==> config.mk <==
export PLATFORM = sky130hd
export DESIGN_NAME = lcv_dot_acc
export DESIGN_NICKNAME = d
export VERILOG_FILES = /design/src/rtl/lcv_dot_acc_pkg.sv /design/src/rtl/lcv_sat_add33.sv /design/src/rtl/lcv_dot_acc.sv
export SDC_FILE = /design/constraint.sdc
export NUM_CORES = 1
export LEC_CHECK = 0
export CORE_MARGIN = 8
export CORE_UTILIZATION = 55
export DETAILED_ROUTE_END_ITERATION = 8
export GPL_TIMING_DRIVEN = 0
export MAX_ROUTING_LAYER = met4
export PLACE_DENSITY = 0.78
export SETUP_SLACK_MARGIN = 0.02
export SLEW_MARGIN = 20
export SYNTH_ARGS = -nofsm -noshare
export SYNTH_HDL_FRONTEND = slang
export SYNTH_HIERARCHICAL = 1
export SYNTH_SLANG_ARGS = --single-unit
export TNS_END_PERCENT = 30
==> constraint.sdc <==
create_clock -name clk -period 9.7 [get_ports clk]
set_input_delay 2.425 -clock clk [delete_from_list [all_inputs] [get_ports clk]]
set_output_delay 2.425 -clock clk [all_outputs]
set_load 0.01 [all_outputs]
==> src/rtl/lcv_dot_acc_pkg.sv <==
// Shared types and constants for the saturating dot-product accumulator.
package lcv_dot_acc_pkg;

  typedef enum logic [1:0] {RUN, DRAIN, HOLD} state_t;

  localparam int PROD_W = 32;
  localparam int SUM_W  = 33;

  localparam logic signed [SUM_W-1:0] SAT_MAX = 33'sh0_FFFF_FFFF;
  localparam logic signed [SUM_W-1:0] SAT_MIN = 33'sh1_0000_0000;

endpackage

==> src/rtl/lcv_sat_add33.sv <==
// Combinational saturating add of a 32-bit product into a 33-bit accumulator.
module lcv_sat_add33
  import lcv_dot_acc_pkg::*;
(
  input  logic signed [SUM_W-1:0]  acc,
  input  logic signed [PROD_W-1:0] prod,
  output logic signed [SUM_W-1:0]  sum,
  output logic                     clamp
);

  logic signed [SUM_W:0] wide;

  assign wide = {acc[SUM_W-1], acc} + {{2{prod[PROD_W-1]}}, prod};

  // The 34-bit result leaves the 33-bit range exactly when its top two bits differ.
  always_comb begin
    sum   = wide[SUM_W-1:0];
    clamp = 1'b0;
    if (wide[SUM_W] != wide[SUM_W-1]) begin
      clamp = 1'b1;
      sum   = wide[SUM_W] ? SAT_MIN : SAT_MAX;
    end
  end

endmodule

==> src/rtl/lcv_dot_acc.sv <==
// Two-stage (multiply, accumulate) signed dot product per packet; result held until out_ready.
// Input stalls from the last beat until the result is handed off.
module lcv_dot_acc
  import lcv_dot_acc_pkg::*;
#(
  parameter int CNT_W = 8
) (
  input  logic                    clk,
  input  logic                    rst,
  input  logic                    in_valid,
  output logic                    in_ready,
  input  logic signed [15:0]      in_a,
  input  logic signed [15:0]      in_b,
  input  logic                    in_last,
  output logic                    out_valid,
  input  logic                    out_ready,
  output logic signed [SUM_W-1:0] out_sum,
  output logic                    out_ovf,
  output logic [CNT_W-1:0]        out_cnt
);

  localparam logic [CNT_W-1:0] CNT_MAX = {CNT_W{1'b1}};

  state_t                   state;
  logic                     xfer;
  logic signed [PROD_W-1:0] prod_n;
  logic                     p_vld;
  logic                     p_last;
  logic signed [PROD_W-1:0] p_prod;
  logic signed [SUM_W-1:0]  acc;
  logic                     ovf;
  logic [CNT_W-1:0]         cnt;
  logic signed [SUM_W-1:0]  sum_n;
  logic                     clamp_n;

  assign xfer   = in_valid && in_ready;
  assign prod_n = 32'(in_a) * 32'(in_b);

  lcv_sat_add33 u_sat (
    .acc   (acc),
    .prod  (p_prod),
    .sum   (sum_n),
    .clamp (clamp_n)
  );

  always_ff @(posedge clk) begin
    if (rst) begin
      state     <= RUN;
      in_ready  <= 1'b1;
      p_vld     <= 1'b0;
      p_last    <= 1'b0;
      p_prod    <= '0;
      acc       <= '0;
      ovf       <= 1'b0;
      cnt       <= '0;
      out_valid <= 1'b0;
      out_sum   <= '0;
      out_ovf   <= 1'b0;
      out_cnt   <= '0;
    end else begin
      p_vld <= xfer;
      if (xfer) begin
        p_prod <= prod_n;
        p_last <= in_last;
        if (cnt != CNT_MAX) cnt <= cnt + CNT_W'(1);
      end
      if (p_vld) begin
        acc <= sum_n;
        ovf <= ovf | clamp_n;
      end

      case (state)
        RUN: begin
          if (xfer && in_last) begin
            state    <= DRAIN;
            in_ready <= 1'b0;
          end
        end
        DRAIN: begin
          // Counter already includes the last beat: it was bumped on the transfer edge.
          if (p_vld && p_last) begin
            state     <= HOLD;
            out_valid <= 1'b1;
            out_sum   <= sum_n;
            out_ovf   <= ovf | clamp_n;
            out_cnt   <= cnt;
          end
        end
        HOLD: begin
          if (out_ready) begin
            state     <= RUN;
            in_ready  <= 1'b1;
            out_valid <= 1'b0;
            acc       <= '0;
            ovf       <= 1'b0;
            cnt       <= '0;
          end
        end
        default: begin
          state    <= RUN;
          in_ready <= 1'b1;
        end
      endcase
    end
  end

endmodule

==> results.md, run 1 <==
* Area Growth Syn to Fin at 11.6%
* Fin. max-slew vios at 0
* Achievable Freq at 0.108 GHz
* Top FF cell, synth: dfxtp_1
* Worst-skew pair later-pin latency at 420 ps
* Largest cells by area after synthesis: fa_1, dfxtp_1, ha_1, inv_1, nand2_1
* Clock Sinks at 122
* Cell taking the most area after synthesis: fa_1
* Yosys reg bits at 122
* DRT iter0 DRCs at 774
* Root Driver: clkbuf_16
* Worst EP arrival at 9570 ps
* Critical Path RT at 10010 ps
* Worst R2R Path Depth at 14
* Seq/Total Area, Yosys at 14.8%
* Top cells by count, synth: inv_1, nand2_1, fa_1
* Global route overflow at 0
* Placer congestion estimate at 0.969
* Max-slew headroom at 49.5%
* R2R Path Start: p_prod[0]
* Final wirelength at 43700 µm
* CTS H-tree lvls at 4
* Number of flops mapped to enable cells by yosys at 0
* Vias in the first global route at 14200
* Drt via density at 5.51
* Post-Syn Area at 16500 µm²
* TNS Setup at 0 ps
* Clock tree buffer depth at 2
* Die area at 35700 µm²
* Status: complete, no violations
* Synthesized Nets at 2354
* Cell with the most instances after synthesis: inv_1
* CP max FO at 10
* Max cap viols at 0
* Post-route ant nets at 0
* RSZ-0062 raised after global routing: false
* Largest net degree at the start of global routing at 17
* Setup Viol. Count Final at 0
* R2R setup slack at 5730 ps
* Core area at 29600 µm²
* Fill cell count at 2575
* Initial antenna violation count at 0
* Starting Density at 55.7%
* CTS tree: yes
* Final Hold Vio Count at 0
* Height of the chip at 189 µm
* HPWL Detailed at 36300 µm
* Hold Crit Start: p_last
* Worst slew pin tran at 757 ps
* Ant. Diodes at 0
* Avg Inst Size Synth at 8.49 µm²
* Share of cells above drive strength 1 at 3.27%
* # nets final at 2453
* Hold EP: p_last
* Worst setup path class: primary input to flop
* Worst-path cell chain: clkdlybuf4s50_1 > clkbuf_1 > nand2_1 > fa_1 > fa_1 > fa_1 > fa_1 > inv_1 > fa_1 > fa_1 > ha_1 > a21o_2 > a2111oi_0 > o211ai_2 > a21boi_2 > o21ai_1 > nor3_1 > or4_1 > nand3_1
* Site row count at 63
* Cells after Synth at 1938
* First-pass GRT wire length at 72500 µm
* Register clock-pin slew on the reported worst setup and hold paths at 60 ps
* Hold Path Cell Cnt at 2
* Synth cell types at 71
* Drt first pass iters at 8
* Die width at 189 µm
* Final clock skew at 8.67 ps
* Vias at 13400
* Critical path's most frequent cell: fa_1
* Yosys warnings at 6
* Tcrit/Tclk final at 95.5%
* Slowest stage delay, CP at 790 ps
* Ports at 81
* Post-synth ARST share at 0%
* Total GRT Usage at 25.9%
* Tmin final at 9270 ps
* Hold Path Class: flop to flop
* Max stage delay cell, worst path: clkdlybuf4s50_1
* DRC Markers at 0
* Crit end category: flop
* Buffers on Ports at 80
* Clock buffer count from CTS at 17
* Post-CTS setup buffers at 0
* Critical R2R Capture: acc[15]
* Share of Yosys cell area claimed by the top area cell type at 32.0%
* Crit start category: primary input
* WL/cell at 17.9 µm
[critical path, delay by kind of cell]
family | cells | cell delay, ps
AND/OR/NAND/NOR | 4 | 630
buffers and inverters | 3 | 1410
adder cells (fa/ha/maj) | 7 | 3480
AO/OA/AOI/OAI | 5 | 1590
[routing by layer]
layer	track usage [%]	vias to the layer above	part of all wire (%)
met2	45.0	426	50
met5	-	-	0
met1	30.7	6624	41
met3	4.45	79	6.3
met4	6.70	0	2.6
li1	-	6305	-
[flip-flops by register name, indices dropped and copies added, names as in the netlist]
signal / cells
out_valid: 1
in_ready: 1
p_vld: 1
out_sum: 33
acc: 33
state: 2
out_ovf: 1
out_cnt: 8
p_prod: 32
cnt: 8
ovf: 1
p_last: 1
[timing repair]
item                       CTS  global route
gates resized for setup      0             1
hold buffers                 0             0
setup endpoints to repair    0             1
[worst max path at each step]
stage,startpoint,end,cells after the start
6_report,in_a[8],p_prod[30],19
2_1_floorplan,in_a[15],p_prod[31],20
4_1_cts,in_a[15],p_prod[31],21
3_3_place_gp,in_a[15],p_prod[31],21
5_1_grt,in_a[15],p_prod[31],21
3_5_place_dp,in_a[15],p_prod[31],21
[stage by stage]
| stage | instances | cell area (µm²) | util, % | hold slack (ps) | setup WS [ps] |
|---|---|---|---|---|---|
| floorplan | 1938 | 16500 | - | 432 | 1450 |
| global placement | 2408 | 17700 | 60.0 | 442 | 122 |
| detailed placement | 2408 | 17700 | 60.0 | 446 | 6.93 |
| CTS | 2440 | 18400 | 62.1 | 454 | 406 |
| global route | 2440 | 18400 | 62.1 | 475 | 139 |
| finish | 2440 | 18400 | 62.1 | 452 | 434 |
[cell usage in the layout (no fill, tap or decap), drive strengths merged, types with 10 or more instances in the layout]
cell and n:
a21o 22, a21oi 133, and2 120, buf 10, clkbuf 87, clkdlybuf4s50 80
dfxtp 122, fa 263, ha 116, inv 338, mux2i 36, nand2 301
nand2b 16, nand3 32, nor2 88, nor3 15, o21a 15, o21ai 68
xnor2 41, xor2 21
[layout make-up]
cell class,count,area [µm²],share of cell area [%]
Clock inverter,14,173,0.941
Multi-Input combinational cell,1399,12400,67.6
Inverter,338,1270,6.91
Sequential cell,122,2440,13.3
Buffer,79,329,1.79
Tap cell,390,488,2.66
Clock buffer,18,439,2.39
Timing Repair Buffer,80,801,4.36
[kinds of logic after synthesis]
kind of cell               share of synthesized area [%]
AOI/OAI and AO/OA                                   11.6
DFF                                                 14.8
xor gates and xnor gates                            3.30
buffers and inverters                               9.71
adders and majority gates                           41.0
muxes                                               2.19
and+or+nand+nor                                     17.3
Power of run 1 is left out: the tool's default activity adds up to more than one toggle a clock period on the data nets, which glitch-free logic cannot reach.
==> inputs of run 2 (changes only) <==
Clock period 9.7 ns to 11.15 ns, I/O delays scaled along.
==> run 2 against run 1 <==
  * Worst setup slack better by 1100 ps
  * Count of clock-buffer cells in the layout unchanged
  * Clock skew about the same
  * Non-clock buffer count unchanged
  * Critical path depth rose by 2
  * Utilization about the same
  * Die area is the same
  * Register-to-register slack improved by 1400 ps
==> results.md, run 2 (synthesis gave the netlist of run 1 again) <==
* Status: complete, no violations
* Root Driver: clkbuf_16
* Hold Path Cell Cnt at 2 (unchanged)
* Placed insts at 2408 (unchanged)
* Most frequent cells in the layout: inv_1, nand2_1, fa_1
* Multi-input gate area at 12400 µm² (about the same)
* TNS Setup at 0 ps (unchanged)
* RSZ-0062 raised after global routing: false
* Place WS at 1090 ps (+1090 ps)
* Fin. max-slew vios at 0 (unchanged)
* Register clock-pin slew on the reported worst setup and hold paths at 60 ps (about the same)
* Register area at 2440 µm² (unchanged)
* Vias at 13400 (+0.0074%)
* Initial antenna violation count at 0 (unchanged)
* Area Growth Syn to Fin at 11.5% (about the same)
* Most common cell after layout, fill and taps aside: inv_1
* CTS H-tree lvls at 4 (unchanged)
* Worst setup path class: primary input to flop
* Post-route ant nets at 0 (unchanged)
* Critical R2R Capture: acc[15]
* Setup Viol. Count Final at 0 (unchanged)
* Total GRT Usage at 25.9% (unchanged)
* Starting Density at 55.7% (unchanged)
* Tmin final at 9640 ps
* DRC Markers at 0 (unchanged)
* Global route overflow at 0 (unchanged)
* Util after Layout at 62.1% (about the same)
* Layout Cells excl Fill at 2440 (unchanged)
* Clock tree buffer depth at 2 (unchanged)
* Hold Path Class: flop to flop
* First-pass GRT wire length at 72500 µm (unchanged)
* Vias in the first global route at 14200 (unchanged)
* Share of cells above drive strength 1 at 3.22% (-0.049 points)
* Final clock skew at 8.94 ps (+0.268 ps)
* Achievable Freq at 0.104 GHz
* # nets final at 2453 (unchanged)
* Worst slew pin tran at 754 ps (-2.44 ps)
* Max-slew headroom at 49.7% (+0.16 points)
* Tcrit/Tclk final at 86.5%
* Die width at 189 µm (unchanged)
* DRT iter0 DRCs at 772 (-0.26%)
* Drt via density at 5.51 (about the same)
* Hold_buf cts at 0 (unchanged)
* Height of the chip at 189 µm (unchanged)
* R2R setup slack at 7170 ps (+1440 ps)
* Largest net degree at the start of global routing at 17 (unchanged)
* Worst setup margin at 1510 ps (+1080 ps)
* Hold Crit Start: p_last
* CTS tree: yes
* Max cap viols at 0 (unchanged)
* Drt first pass iters at 5 (-3)
* Regs by FF count: acc x33, out_sum x33, p_prod x32
* Final wirelength at 43700 µm (about the same)
* CP max FO at 10 (unchanged)
* Site row count at 63 (unchanged)
* Crit end category: flop
* Crit start category: primary input
* Core area at 29600 µm² (unchanged)
* Buffers on Ports at 80 (unchanged)
* Clock buffer count from CTS at 17 (unchanged)
* Ports at 81 (unchanged)
* Die area at 35700 µm² (unchanged)
* Placer congestion estimate at 0.969 (unchanged)
* Ant. Diodes at 0 (unchanged)
* Critical Path RT at 11420 ps (+1410 ps)
* WL/cell at 17.9 µm (about the same)
* HPWL Detailed at 36300 µm (unchanged)
* Worst R2R Path Depth at 14 (unchanged)
* Fill cell count at 2576 (+0.039%)
* Final Hold Vio Count at 0 (unchanged)
* Worst-skew pair later-pin latency at 420 ps (about the same)
* PostCTS Resize Cnt at 0 (unchanged)
* Post-CTS setup buffers at 0 (unchanged)
* R2R Path Start: p_prod[0]
* Worst EP arrival at 9910 ps (+340 ps)
* Hold EP: p_last
* Clock Sinks at 122 (unchanged)
==> run 2: through the flow <==
step	instance area (µm²)	hold slack, ps
6_report	18400	452
5_1_grt	18400	475
4_1_cts	18400	454
3_5_place_dp	17700	446
3_3_place_gp	17700	442
2_1_floorplan	16500	432
==> run 2: metal layers <==
metal	track usage, %	routed length, µm
met1	30.7	17900
met2	45.0	21900
met3	4.45	2760
met4	6.70	1130
met5	-	0
==> run 2: worst max-delay path by stage <==
stage	end	start
2_1_floorplan	p_prod[31]	in_a[15]
3_3_place_gp	p_prod[31]	in_a[15]
3_5_place_dp	p_prod[31]	in_a[15]
4_1_cts	p_prod[31]	in_a[15]
5_1_grt	p_prod[31]	in_a[15]
6_report	p_prod[31]	in_a[15]
==> run 2: final cells by class <==
type	count	share of cell area, %
Clock buffer	18	2.39
Sequential cell	122	13.3
Timing Repair Buffer	80	4.36
Clock inverter	14	0.941
Tap cell	390	2.66
Multi-Input combinational cell	1399	67.6
Buffer	79	1.79
Inverter	338	6.91
==> run 2: worst max-delay path, stage by stage <==
cell and delay [ps]:
clkdlybuf4s50_1 670, clkbuf_1 480, nand2_1 190, fa_1 620, inv_1 80, fa_1 940
inv_1 140, fa_1 560, fa_1 440, fa_1 510, fa_1 540, inv_1 40
ha_1 360, nand2_1 130, nand2b_1 60, a21oi_1 180, o21ai_0 110, a211o_1 320
o41ai_2 360, mux2i_1 240, a41oi_1 130
Power of run 2 is left out for the same reason.
